File: config.mk
export PLATFORM = sky130hd
export DESIGN_NAME = ctrl_respawn_ranas
export DESIGN_NICKNAME = d
export VERILOG_FILES = /design/src/rtl/ctrl_respawn_ranas_pkg.sv /design/src/rtl/ctrl_rana_canal.sv /design/src/rtl/ctrl_respawn_ranas.sv
export SDC_FILE = /design/constraint.sdc
export NUM_CORES = 1
export LEC_CHECK = 0
export BUFFER_PORTS_ARGS = -buffer_cell sky130_fd_sc_hd__buf_2
export CAP_MARGIN = 20
export CORE_AREA = 2 2 80 82
export CTS_CLUSTER_DIAMETER = 50
export DETAILED_ROUTE_END_ITERATION = 6
export DIE_AREA = 0 0 82 84
export GPL_ROUTABILITY_DRIVEN = 0
export PLACE_DENSITY = 0.88
export SLEW_MARGIN = 20
export SYNTH_ARGS = -nofsm -noshare
export SYNTH_HDL_FRONTEND = slang
export SYNTH_SLANG_ARGS = --single-unit
File: constraint.sdc
create_clock -name CIR_CLOCK_50 -period 4.2 [get_ports CIR_CLOCK_50]
set_input_delay 0 -clock CIR_CLOCK_50 [delete_from_list [all_inputs] [get_ports CIR_CLOCK_50]]
set_output_delay 0 -clock CIR_CLOCK_50 [all_outputs]
set_load 0.005 [all_outputs]
File: src/rtl/ctrl_respawn_ranas_pkg.sv
// Shared types and default constants for the per-frog respawn controller.
package pkg_ranas;

  typedef enum logic [2:0] {
    INICIO  = 3'd0,
    ESPERA  = 3'd1,
    META    = 3'd2,
    MUERTA  = 3'd3,
    AGOTADA = 3'd4
  } estado_rana_t;

  localparam logic [2:0] ESTADO_JUEGO_DEF = 3'b111;
  localparam logic [2:0] POS_META_DEF     = 3'b111;

endpackage

File: src/rtl/ctrl_rana_canal.sv
// One frog channel: start/respawn FSM, lives register and respawn delay counter.
module ctrl_rana_canal
  import pkg_ranas::*;
#(
  parameter int unsigned               DATAWIDTH_POS = 3,
  parameter logic [DATAWIDTH_POS-1:0]  POS_META      = DATAWIDTH_POS'(POS_META_DEF),
  parameter int unsigned               VIDAS_INI     = 3,
  parameter int unsigned               VIDAS_W       = 2,
  parameter int unsigned               RETARDO       = 25000000,
  parameter int unsigned               RETARDO_W     = 25
) (
  input  logic                     clk_i,
  input  logic                     rst_i,
  input  logic                     abort_i,
  input  logic [DATAWIDTH_POS-1:0] posy_i,
  input  logic                     choque_i,
  output logic                     rana_ini_o,
  output logic                     viva_o,
  output logic [VIDAS_W-1:0]       vidas_o,
  output logic                     meta_o,
  output logic                     agotada_c_o
);

  localparam logic [VIDAS_W-1:0]   VIDAS_CARGA = VIDAS_W'(VIDAS_INI);
  localparam logic [RETARDO_W-1:0] CNT_CARGA   = RETARDO_W'(RETARDO - 1);

  estado_rana_t         estado_q, estado_d;
  logic [VIDAS_W-1:0]   vidas_q, vidas_d;
  logic [RETARDO_W-1:0] cnt_q, cnt_d;
  logic                 rana_ini_q, rana_ini_d;
  logic                 viva_q, viva_d;
  logic                 meta_q, meta_d;

  // Next state; outputs are registered from the next state so they track it exactly.
  always_comb begin
    estado_d = estado_q;
    vidas_d  = vidas_q;
    cnt_d    = cnt_q;
    unique case (estado_q)
      INICIO: if (!abort_i) estado_d = ESPERA;
      ESPERA: begin
        if (abort_i) begin
          estado_d = INICIO;
        end else if (posy_i == POS_META) begin
          estado_d = META;
        end else if (choque_i) begin
          if (vidas_q <= VIDAS_W'(1)) begin
            estado_d = AGOTADA;
            vidas_d  = '0;
          end else begin
            estado_d = MUERTA;
            vidas_d  = vidas_q - VIDAS_W'(1);
            cnt_d    = CNT_CARGA;
          end
        end
      end
      META: estado_d = abort_i ? INICIO : ESPERA;
      MUERTA: begin
        if (abort_i) begin
          estado_d = INICIO;
        end else if (cnt_q == '0) begin
          estado_d = ESPERA;
        end else begin
          cnt_d = cnt_q - RETARDO_W'(1);
        end
      end
      AGOTADA: if (abort_i) estado_d = INICIO;
      default: estado_d = INICIO;
    endcase
    if (estado_d == INICIO) vidas_d = VIDAS_CARGA;
    rana_ini_d = (estado_d != ESPERA);
    viva_d     = (estado_d != AGOTADA);
    meta_d     = (estado_d == META);
  end

  always_ff @(posedge clk_i or posedge rst_i) begin
    if (rst_i) begin
      estado_q   <= INICIO;
      vidas_q    <= VIDAS_CARGA;
      cnt_q      <= '0;
      rana_ini_q <= 1'b1;
      viva_q     <= 1'b1;
      meta_q     <= 1'b0;
    end else begin
      estado_q   <= estado_d;
      vidas_q    <= vidas_d;
      cnt_q      <= cnt_d;
      rana_ini_q <= rana_ini_d;
      viva_q     <= viva_d;
      meta_q     <= meta_d;
    end
  end

  assign rana_ini_o  = rana_ini_q;
  assign viva_o      = viva_q;
  assign vidas_o     = vidas_q;
  assign meta_o      = meta_q;
  assign agotada_c_o = (estado_d == AGOTADA);

endmodule

File: src/rtl/ctrl_respawn_ranas.sv
// N-frog start-position / respawn controller with lives, goal pulse and game-over flag.
module ctrl_respawn_ranas
  import pkg_ranas::*;
#(
  parameter int unsigned                  N_RANAS          = 2,
  parameter int unsigned                  DATAWIDTH_POS    = 3,
  parameter int unsigned                  DATAWIDTH_ESTADO = 3,
  parameter logic [DATAWIDTH_ESTADO-1:0]  ESTADO_JUEGO     = DATAWIDTH_ESTADO'(ESTADO_JUEGO_DEF),
  parameter logic [DATAWIDTH_POS-1:0]     POS_META         = DATAWIDTH_POS'(POS_META_DEF),
  parameter int unsigned                  VIDAS_INI        = 3,
  parameter int unsigned                  VIDAS_W          = 2,
  parameter int unsigned                  RETARDO          = 25000000,
  parameter int unsigned                  RETARDO_W        = 25
) (
  input  logic                               CIR_CLOCK_50,
  input  logic                               CIR_RESET,
  input  logic [DATAWIDTH_ESTADO-1:0]        CIR_ESTADO_IN,
  input  logic [N_RANAS*DATAWIDTH_POS-1:0]   CIR_POSY_IN,
  input  logic [N_RANAS-1:0]                 CIR_CHOQUE_IN,
  input  logic                               CIR_PERDIO_IN,
  input  logic                               CIR_GANO_IN,
  output logic [N_RANAS-1:0]                 CIR_RANA_INI_OUT,
  output logic [N_RANAS-1:0]                 CIR_RANA_VIVA_OUT,
  output logic [N_RANAS*VIDAS_W-1:0]         CIR_VIDAS_OUT,
  output logic [N_RANAS-1:0]                 CIR_META_OUT,
  output logic                               CIR_FIN_OUT
);

  logic               abort_c;
  logic [N_RANAS-1:0] agotada_c;
  logic               fin_q;

  assign abort_c = CIR_PERDIO_IN | CIR_GANO_IN | (CIR_ESTADO_IN != ESTADO_JUEGO);

  for (genvar i = 0; i < N_RANAS; i++) begin : g_canal
    ctrl_rana_canal #(
      .DATAWIDTH_POS (DATAWIDTH_POS),
      .POS_META      (POS_META),
      .VIDAS_INI     (VIDAS_INI),
      .VIDAS_W       (VIDAS_W),
      .RETARDO       (RETARDO),
      .RETARDO_W     (RETARDO_W)
    ) u_canal (
      .clk_i       (CIR_CLOCK_50),
      .rst_i       (CIR_RESET),
      .abort_i     (abort_c),
      .posy_i      (CIR_POSY_IN[i*DATAWIDTH_POS +: DATAWIDTH_POS]),
      .choque_i    (CIR_CHOQUE_IN[i]),
      .rana_ini_o  (CIR_RANA_INI_OUT[i]),
      .viva_o      (CIR_RANA_VIVA_OUT[i]),
      .vidas_o     (CIR_VIDAS_OUT[i*VIDAS_W +: VIDAS_W]),
      .meta_o      (CIR_META_OUT[i]),
      .agotada_c_o (agotada_c[i])
    );
  end

  // Game over registered from the channels' next-state flags, so it tracks their AGOTADA states.
  always_ff @(posedge CIR_CLOCK_50 or posedge CIR_RESET) begin
    if (CIR_RESET) fin_q <= 1'b0;
    else           fin_q <= &agotada_c;
  end

  assign CIR_FIN_OUT = fin_q;

endmodule
-- Yosys cells after proc, flatten, opt, wreduce, memory -nomap -nowiden
Cells that the tools add are included.
- mux-type cells: 45
- equal/unequal tests: 35
- shift-type cells: 0
- order comparisons: 2
- bitwise logic cells: 2
- add/subtract/negate cells: 4
- multiply operators: 0
- div/mod/pow operators: 0
- reductions and logical operators: 17
- operators by type and width (operator ; count):
    $mux 25 ; 12
    $pmux 25 s2 ; 2
    $logic_not 25->1 ; 2
    $sub 25x1->25 const B ; 2
    $mux 3 ; 16
    $ne 2x2->1 const B ; 15
    $pmux 3 s5 ; 2
    $mux 2 ; 12
    $eq 3x2->1 const B ; 6
    $eq 3x3->1 const B ; 6
    $reduce_and 7->1 ; 2
    $logic_not 3->1 ; 4
    $reduce_bool 2->1 ; 6
    $ne 3x3->1 const B ; 3
    $reduce_and 4->1 ; 2
    $eq 3x1->1 const B ; 2
    $ne 3x1->1 const B ; 2
    $le 2x1->1 const B ; 2
    $sub 2x1->2 const B ; 2
    $ne 2x1->1 const B ; 1
    $or 1x1->1 ; 2
    $reduce_and 2->1 ; 1
    $mux 1 ; 1
- bits in latches: 0
- memories: 0
- register bits: 67
- bits in read-only memories: 0
- RAM bits: 0

-- Longest topological paths before layout
Gate-level depths: netlist of run 1.
- word-level depth: 9
- depth in mapped cells: 10
- depth with buffers taken out: 7

-- Modules after synthesis
Synthesis of run 1 repeated with hierarchy kept, for this count alone.
- cells, all modules: 397
- area, all modules: 3803.6 µm²
- by module, submodules not included (module ; cells an instance ; instances ; area each (µm²)):
    ctrl_rana_canal ; 196 ; 2 ; 1879.3
    ctrl_respawn_ranas ; 5 ; 1 ; 45.0

-- Worst setup path before layout of run 1
No wires, ideal clock.
- path type: reg-to-reg
- start point: register g_canal[0].u_canal.cnt_q[0]
- end point: register g_canal[0].u_canal.cnt_q[14]
- data required time: 4.059 ns
- arrival time: 2.298 ns
- stages on the path, launching flop included: 9
- clock period less this slack: 2.440 ns
- path buffers: 1
- setup time: 0.141 ns
- slack: 1.760 ns
- cells stage by stage: dfrtp_1 inv_1 ha_1 or3b_2 clkbuf_1 or4_4 a2111oi_4 and3_1 o21ai_0
- longest elaborated chain between the ends: 4
- elaborated cells between the ends (all ways): 7
- classes of those cells: 1 x add/sub; 1 x eq/ne; 3 x mux; 2 x reduce/logical
- RTL lines (what ; line ; RTL):
    start: declaration ; ctrl_rana_canal.sv:29 ; logic [RETARDO_W-1:0] cnt_q, cnt_d;
    start signal: assignment ; ctrl_rana_canal.sv:87 ; cnt_q <= cnt_d;
    $sub 25x1->25 ; ctrl_rana_canal.sv:64 ; cnt_d = cnt_q - RETARDO_W'(1);
    $mux 25 ; ctrl_rana_canal.sv:61 ; end else if (cnt_q == '0) begin
    $mux 25 ; ctrl_rana_canal.sv:59 ; if (abort_i) begin
    $pmux 25 s2 ; ctrl_rana_canal.sv:39 ; unique case (estado_q)
Several ways; a longest one is shown, not always the timed one. The select of a mux whose other input is x is not followed.
A chain may end at the register's enable or synchronous reset.

-- Worst setup path in the final report of run 1
- start point: register g_canal[1].u_canal.cnt_q[6]
- end point: register g_canal[1].u_canal.cnt_q[14]
- longest elaborated chain between the ends: 4
- elaborated cells between the ends (all ways): 7
- classes of those cells: 1 x add/sub; 1 x eq/ne; 3 x mux; 2 x reduce/logical
- RTL lines (what ; line):
    start: declaration ; ctrl_rana_canal.sv:29
    start signal: assignment ; ctrl_rana_canal.sv:87
    $sub 25x1->25 ; ctrl_rana_canal.sv:64
    $mux 25 ; ctrl_rana_canal.sv:61
    $mux 25 ; ctrl_rana_canal.sv:59
    $pmux 25 s2 ; ctrl_rana_canal.sv:39
Several ways; a longest one is shown, not always the timed one. The select of a mux whose other input is x is not followed.

==> results.md, run 1 <==
* WP data arrival at between 2 and 3 ns
* HP Start: CIR_ESTADO_IN[2]
* Die area at 6890 um2
* Worst-path maximum fanout at 12
* DR vias at 3,468
* Core Footprint at 6100 um2
* Fin util at 68.2%
* Slowest CP cell: or4_1
* Initial DRC count at slightly below 300
* H-tree levels at 3
* CP Data Required Time at 4.43 ns
* Nets at 445
* Crit-path cells: or4_1 -> nor4_4 -> nand3b_1 -> o41a_1 -> or3_1
* DRC viols at 0
* Pin count of the biggest net entering global routing at 47
* Initial core utilization at 62.8%
* Clock power share at 42.5%
* Skew-Pair Late Insertion Delay at 0.35 ns
* Syn-to-layout area delta at 8.70%
* Slowest stage delay, CP at about 0.68 ns
* Drt first pass iters at 5
* Sequential power share at 51.3%
* Rel. slew slack at 49.3%
* Syn Area/Cell at roughly 9.3 um2
* Total Routed Length at between 8 and 9 mm
* Peak VDD IR at 0.000251 V
* Clk slew on worst S/H paths at 0.08 ns
* Placed cells at 493
* Congestion Overflow GR at 0
* MaxCap Viol Count at 0
* Worst slew pin tran at 0.761 ns
* Yosys warns at 0
* Synthesized instance count at 412
* Async SR Flop Fraction at 100%
* Int Power at approximately 960 uW
* CTS tree: done
* Final Setup Violations at 0
* Critical path's top delay family: simple AND/OR/NAND/NOR gates
* Status: finished, final reports clean
* RSZ-0062 raised after global routing: no
* Comb power frac at 6.2%
* Dpl hpwl at about 6 mm
* Number of global-route vias before repair at 3,305
* Site Rows at 29
* Via/cell ratio at 6.80
* Post-Syn Area at 3830 um2
* Routed length per placed instance at 16.9 um
* EDFF count, synth at 0
* Worst Path Buf+Inv at 0
* Design Area, Final at roughly 4200 um2
* Reg2Reg Setup Slack at 1.57 ns
* Critical path type: reg2reg
* Die height at 84 um
* Worst Setup End Kind: flip-flop
* Leakage at 0.00185 uW
* First-pass GRT wire length at 15.2 mm
* Initial antenna violation count at 0
* Switch share at 25.7%
* Psw at 332 uW
* Final hold vios at 0
* Antenna Nets Post-Route at 0
* Chip width at 82 um
* Post-Layout Cell Count at 510
* FF-to-FF Start: g_canal[1].u_canal.cnt_q[6]$_DFFE_PP0P_
* Area after DPL at 3950 um2
* Period minus WS final at 2.63 ns
* Setup Skew at between 0.01 and 0.015 ns
* Layout cells sized above 1 at 17.1%
* GRT Overall Usage at roughly 28%
* CTS Buffer Depth at 2
* Syn_nets at 429
* Ant. Diodes at 0
* Reg2Reg Depth at 5
* Reg-to-reg endpoint: g_canal[1].u_canal.cnt_q[14]$_DFFE_PP0P_
* Register area share after synthesis at 44.1%
* Setup TNS at 0 ns
* Final Max Slew Viols at 0
* # port buffers at 25
* #FFs+latches synth at 67
* Worst setup SP type: flip-flop
* Period utilisation layout at a little over three fifths
* Hold Crit Class: in2reg
* Clock Sinks at 67
* Synth unique cells at 59
* Min Hold Slack at 0.00368 ns
* # IOs at 26
* CTS Root Cell: clkbuf_8
* Main synth FF type: dfrtp_1
* Fmax at 380 MHz
* Worst Hold Path Cells at 3
* Hold Path End: g_canal[1].u_canal.vidas_o[1]$_DFFE_PP1P_
* Pwr/cell area at 311 nW/um2
* CTS Buf Count at 9
[state kept, by name, indices dropped and copies added, names as in the netlist]
name	count
CIR_FIN_OUT	1
g_canal.u_canal.cnt_q	50
g_canal.u_canal.estado_q	6
g_canal.u_canal.meta_o	2
g_canal.u_canal.rana_ini_o	2
g_canal.u_canal.vidas_o	4
g_canal.u_canal.viva_o	2
[worst register-to-register path, delay by kind of cell (launching register included)]
family / cells / cell delay [ns]
and+or+nand+nor: 4 / 1.67
AOI/OAI and AO/OA: 1 / 0.41
DFF: 1 / 0.44
[what timing repair did]
item	CTS	global route
hold buffers	1	0
endpoints found under the hold margin	21	0
gates resized for setup	0	0
buffers inserted	0	0
[Yosys cell counts (9+ instances only)]
cell type  count  area share [%]
nor4_1         9             1.5
clkbuf_1      12             1.2
o31ai_1       22             4.3
nor3_1        22             2.9
nand3_1       21             2.7
dfrtp_1       59              39
a21oi_1       19             2.5
inv_1         17             1.7
or4_1         28             5.5
nor2_1        24             2.4
o21ai_0       19             2.5
nand2_1       20             2.0
or3_1         18             2.9
[power groups by stage]
| stage | sequential (uW) | clock [uW] | combinational (uW) |
|---|---|---|---|
| floorplan | 672 | 0 | 56.4 |
| global placement | 674 | 0 | 75.4 |
| detailed placement | 674 | 0 | 78.5 |
| CTS | 662 | 554 | 79.5 |
| global route | 664 | 588 | 91.2 |
| finish | 663 | 550 | 79.8 |
[placed cells by master (no fill, tap or decap), drive strengths merged, types with 2 or more instances in the layout]
cell type / netlist / final
nand2b: 6 / 6
nand3b: 3 / 3
a21oi: 19 / 19
o41ai: 4 / 4
clkinvlp: 0 / 2
dfstp: 8 / 8
nor4: 11 / 11
nand4b: 4 / 4
nor2: 25 / 25
nor3: 22 / 22
a311oi: 4 / 4
a41oi: 2 / 2
and2: 7 / 7
a31o: 2 / 2
nand3: 21 / 21
o31ai: 22 / 22
buf: 11 / 27
or3: 19 / 19
o21ai: 20 / 20
and4: 3 / 3
a211oi: 3 / 3
and3: 7 / 7
or3b: 3 / 3
ha: 2 / 2
inv: 17 / 19
dfrtp: 59 / 59
o21a: 2 / 2
nand4: 5 / 5
or4: 31 / 31
nand2: 20 / 20
or2: 9 / 9
a31oi: 7 / 7
clkinv: 0 / 2
mux2i: 5 / 5
clkbuf: 12 / 9
[routing by layer]
metal | global-route usage (%) | part of all wire, % | up-vias
met5 | 0 | 0 | -
met4 | 11.2 | 1.9 | 0
met3 | 6.39 | 7.5 | 21
met2 | 39.0 | 46 | 160
met1 | 42.5 | 44 | 1661
li1 | - | - | 1626
[through the flow]
step | worst slack, ns | power [uW]
2_1_floorplan | 1.76 | 728
3_3_place_gp | 1.66 | 749
3_5_place_dp | 1.57 | 753
4_1_cts | 1.56 | 1300
5_1_grt | 1.33 | 1340
6_report | 1.57 | 1290
[worst max path at each step]
stage / startpoint / endpoint / slack, ns / cells past startpoint
4_1_cts: g_canal[1].u_canal.cnt_q[6]$_DFFE_PP0P_ / g_canal[1].u_canal.cnt_q[14]$_DFFE_PP0P_ / 1.56 / 5
6_report: g_canal[1].u_canal.cnt_q[6]$_DFFE_PP0P_ / g_canal[1].u_canal.cnt_q[14]$_DFFE_PP0P_ / 1.57 / 5
2_1_floorplan: g_canal[0].u_canal.cnt_q[0]$_DFFE_PP0P_ / g_canal[0].u_canal.cnt_q[14]$_DFFE_PP0P_ / 1.76 / 8
5_1_grt: g_canal[1].u_canal.cnt_q[20]$_DFFE_PP0P_ / g_canal[1].u_canal.cnt_q[13]$_DFFE_PP0P_ / 1.33 / 5
3_3_place_gp: g_canal[1].u_canal.cnt_q[6]$_DFFE_PP0P_ / g_canal[1].u_canal.cnt_q[14]$_DFFE_PP0P_ / 1.66 / 5
3_5_place_dp: g_canal[1].u_canal.cnt_q[6]$_DFFE_PP0P_ / g_canal[1].u_canal.cnt_q[14]$_DFFE_PP0P_ / 1.57 / 5
[kinds of logic after synthesis]
group                      count (synthesis)  synth area share, %
and+or+nand+nor                          203                 32.2
DFF                                       67                 44.1
adders and majority gates                  2                0.654
AOI/OAI and AO/OA                         94                 16.8
xor gates and xnor gates                   1                0.229
buffers and inverters                     40                 4.74
muxes                                      5                 1.31
[final cells by class]
cell class | instances | area, um2
multi-input cells | 305 | 1960
inverters | 17 | 63.8
fillers | 470 | 1940
repair buffers | 28 | 150
clock inverters | 7 | 76.3
well taps | 77 | 96.3
flip-flops and latches | 67 | 1690
clock buffers | 9 | 124
Note: power is estimated with default switching activity, not from simulation.
==> run 2: changes to the inputs <==
--- a/config.mk
+++ b/config.mk
@@ -7,12 +7,12 @@
 export LEC_CHECK = 0
 export BUFFER_PORTS_ARGS = -buffer_cell sky130_fd_sc_hd__buf_2
 export CAP_MARGIN = 20
-export CORE_AREA = 2 2 80 82
+export CORE_AREA = 2 2 83 85
 export CTS_CLUSTER_DIAMETER = 50
 export DETAILED_ROUTE_END_ITERATION = 6
-export DIE_AREA = 0 0 82 84
+export DIE_AREA = 0 0 85 87
 export GPL_ROUTABILITY_DRIVEN = 0
-export PLACE_DENSITY = 0.88
+export PLACE_DENSITY = 0.83
 export SLEW_MARGIN = 20
 export SYNTH_ARGS = -nofsm -noshare
 export SYNTH_HDL_FRONTEND = slang
==> constraint.sdc (replaced) <==
create_clock -name CIR_CLOCK_50 -period 2.61 [get_ports CIR_CLOCK_50]
set_input_delay 0 -clock CIR_CLOCK_50 [delete_from_list [all_inputs] [get_ports CIR_CLOCK_50]]
set_output_delay 0 -clock CIR_CLOCK_50 [all_outputs]
set_load 0.005 [all_outputs]
==> run 2 against run 1 <==
Net effect:
- clock skew is 0.0040 ns lower
- non-clock buffer count grew 13
- sequential cell count unchanged
- die area is 7.4% higher
- final cell count is 3.1% higher
- via count rose by 0.89%
- first-iteration DRC count up 17%
- critical endpoint unchanged
==> results.md, run 2 (synthesized netlist as in run 1, its figures left out) <==
* Status: finished, final reports clean
* Pwr/cell area at 510 nW/um2
* Core Footprint at 6570 um2
* DR vias at 3,499
* Leakage at 0.00194 uW
* Antenna Nets Post-Route at 0
* MaxCap Viol Count at 0
* CTS Buffer Depth at 2
* Worst setup path end: g_canal[1].u_canal.cnt_q[14]$_DFFE_PP0P_
* FF-to-FF Start: g_canal[1].u_canal.cnt_q[6]$_DFFE_PP0P_
* Critical path startpoint: g_canal[1].u_canal.cnt_q[6]$_DFFE_PP0P_
* Skew-Pair Late Insertion Delay at 0.35 ns
* Dpl hpwl at 5.98 mm
* Setup Skew at 0.00728 ns
* First-pass GRT wire length at 14.8 mm
* Rel. slew slack at 45.0%
* CTS Root Cell: clkbuf_8
* Final Max Slew Viols at 0
* Worst setup SP type: flip-flop
* Die height at 87 um
* CTS Buf Count at 9
* Total Routed Length at 8.76 mm
* Peak VDD IR at about 0.00041 V
* WP data arrival at 2.68 ns
* Initial antenna violation count at 0
* H-tree levels at 3
* Nets at 458
* Most common cell after layout, fill and taps aside: dfrtp_1
* Reg2Reg Depth at 6
* Setup TNS at 0 ns
* RSZ-0062 raised after global routing: no
* GRT Overall Usage at approximately a quarter
* DRC viols at 0
* Clock Sinks at 67
* Initial DRC count at ~350
* Worst Setup End Kind: flip-flop
* Layout cells sized above 1 at 19.3%
* CTS tree: done
* Syn-to-layout area delta at 12.2%
* Hold Crit Class: in2reg
* Drt first pass iters at 5
* Design Area, Final at about 4300 um2
* Routed length per placed instance at 16.7 um
* CP Data Required Time at 2.84 ns
* Largest register FFs at 50
* Reg2Reg Setup Slack at 0.15 ns
* Chip width at 85 um
* # IOs at 26
* Most frequent cells in the layout: dfrtp_1 (59), or4_1 (28), buf_2 (25)
* # port buffers at 25
* Setup Fix Bufs, Post-CTS at 0
* Period utilisation layout at 94.2%
* Die area at approximately 7400 um2
* Final Setup Violations at 0
* Area after DPL at 4040 um2
* Pin count of the biggest net entering global routing at 68
* Congestion Overflow GR at 0
* Top reg by flops: g_canal.u_canal.cnt_q
* Number of global-route vias before repair at around 3,100
* Initial core utilization at between 50 and 60%
* Site Rows at 30
* Clk slew on worst S/H paths at 0.07 ns
* Worst slew pin tran at 0.825 ns
* Final hold vios at 0
* Ant. Diodes at 0
* Critical path type: reg2reg
* Fmax at between 400 and 500 MHz
* Design Power at 2190 uW
* Reg-to-reg endpoint: g_canal[1].u_canal.cnt_q[14]$_DFFE_PP0P_
* Period minus WS final at 2.46 ns
* Worst-path maximum fanout at 12
* Via/cell ratio at roughly 6.7
==> run 2: changes by cell type in the layout (fill, tap and decap cells not counted), moves of 2 or more <==
| cell | before | now |
|---|---|---|
| buf_4 | 2 | 14 |
| clkbuf_8 | 9 | 11 |
| clkinv_2 | 1 | 3 |
| clkinvlp_4 | 2 | 0 |
| inv_6 | 2 | 0 |
==> run 2: layout make-up <==
type	instances	area, um2
fill	489	2270
multi-input combinational	305	1970
sequential	67	1690
timing repair buffer	41	250
clock buffer	11	151
tap	80	100
clock inverter	5	75.1
inverter	17	63.8
==> run 2: stage by stage <==
stage               hold slack, ns  setup slack, ns  utilization, %  instances
finish                      0.0378            0.152            65.4        526
global route                0.0591           0.0613            65.4        526
CTS                         0.0229           0.0668            65.3        526
detailed placement           0.299           0.0898            61.5        508
global placement             0.298            0.175            61.5        508
floorplan                    0.187            0.170               -        412
==> run 2: what timing repair did <==
action	4_1_cts	5_1_grt
resized for setup	0	2
hold buffers	2	0
setup endpoints to repair	0	5
hold endpoints to repair	60	0
==> run 2: worst max-delay path: stages (launching register included) <==
cell and delay [ns]:
dfrtp_1 0.44, or4_1 0.62, nor4_4 0.33, nand3b_1 0.13, buf_4 0.19, o41a_1 0.30, or3_1 0.32
==> run 2: worst min path at each step <==
stage,depth (start not counted),startpoint,slack (ns),to
CTS,3,CIR_POSY_IN[3],0.02,g_canal[1].u_canal.meta_o$_DFF_PP0_
detailed placement,3,CIR_RESET,0.30,g_canal[0].u_canal.cnt_q[16]$_DFFE_PP0P_
global route,3,CIR_POSY_IN[3],0.06,g_canal[1].u_canal.meta_o$_DFF_PP0_
global placement,3,CIR_RESET,0.30,g_canal[0].u_canal.cnt_q[21]$_DFFE_PP0P_
floorplan,2,CIR_ESTADO_IN[2],0.19,g_canal[1].u_canal.vidas_o[1]$_DFFE_PP1P_
finish,3,CIR_POSY_IN[3],0.04,g_canal[1].u_canal.meta_o$_DFF_PP0_
==> run 2: where the power goes <==
part / leakage (uW) / switching [uW] / internal (uW)
registers: 0.000896 / 14.6 / 1050
logic: 0.000927 / 82.9 / 51.6
clock network: 0.000119 / 402 / 585
==> run 2: layer usage <==
metal	vias up	wire, um	GRT usage, %
li1	1643	-	-
met1	1696	4050	35.8
met2	138	4050	36.7
met3	22	488	4.36
met4	0	167	8.95
met5	-	0	0
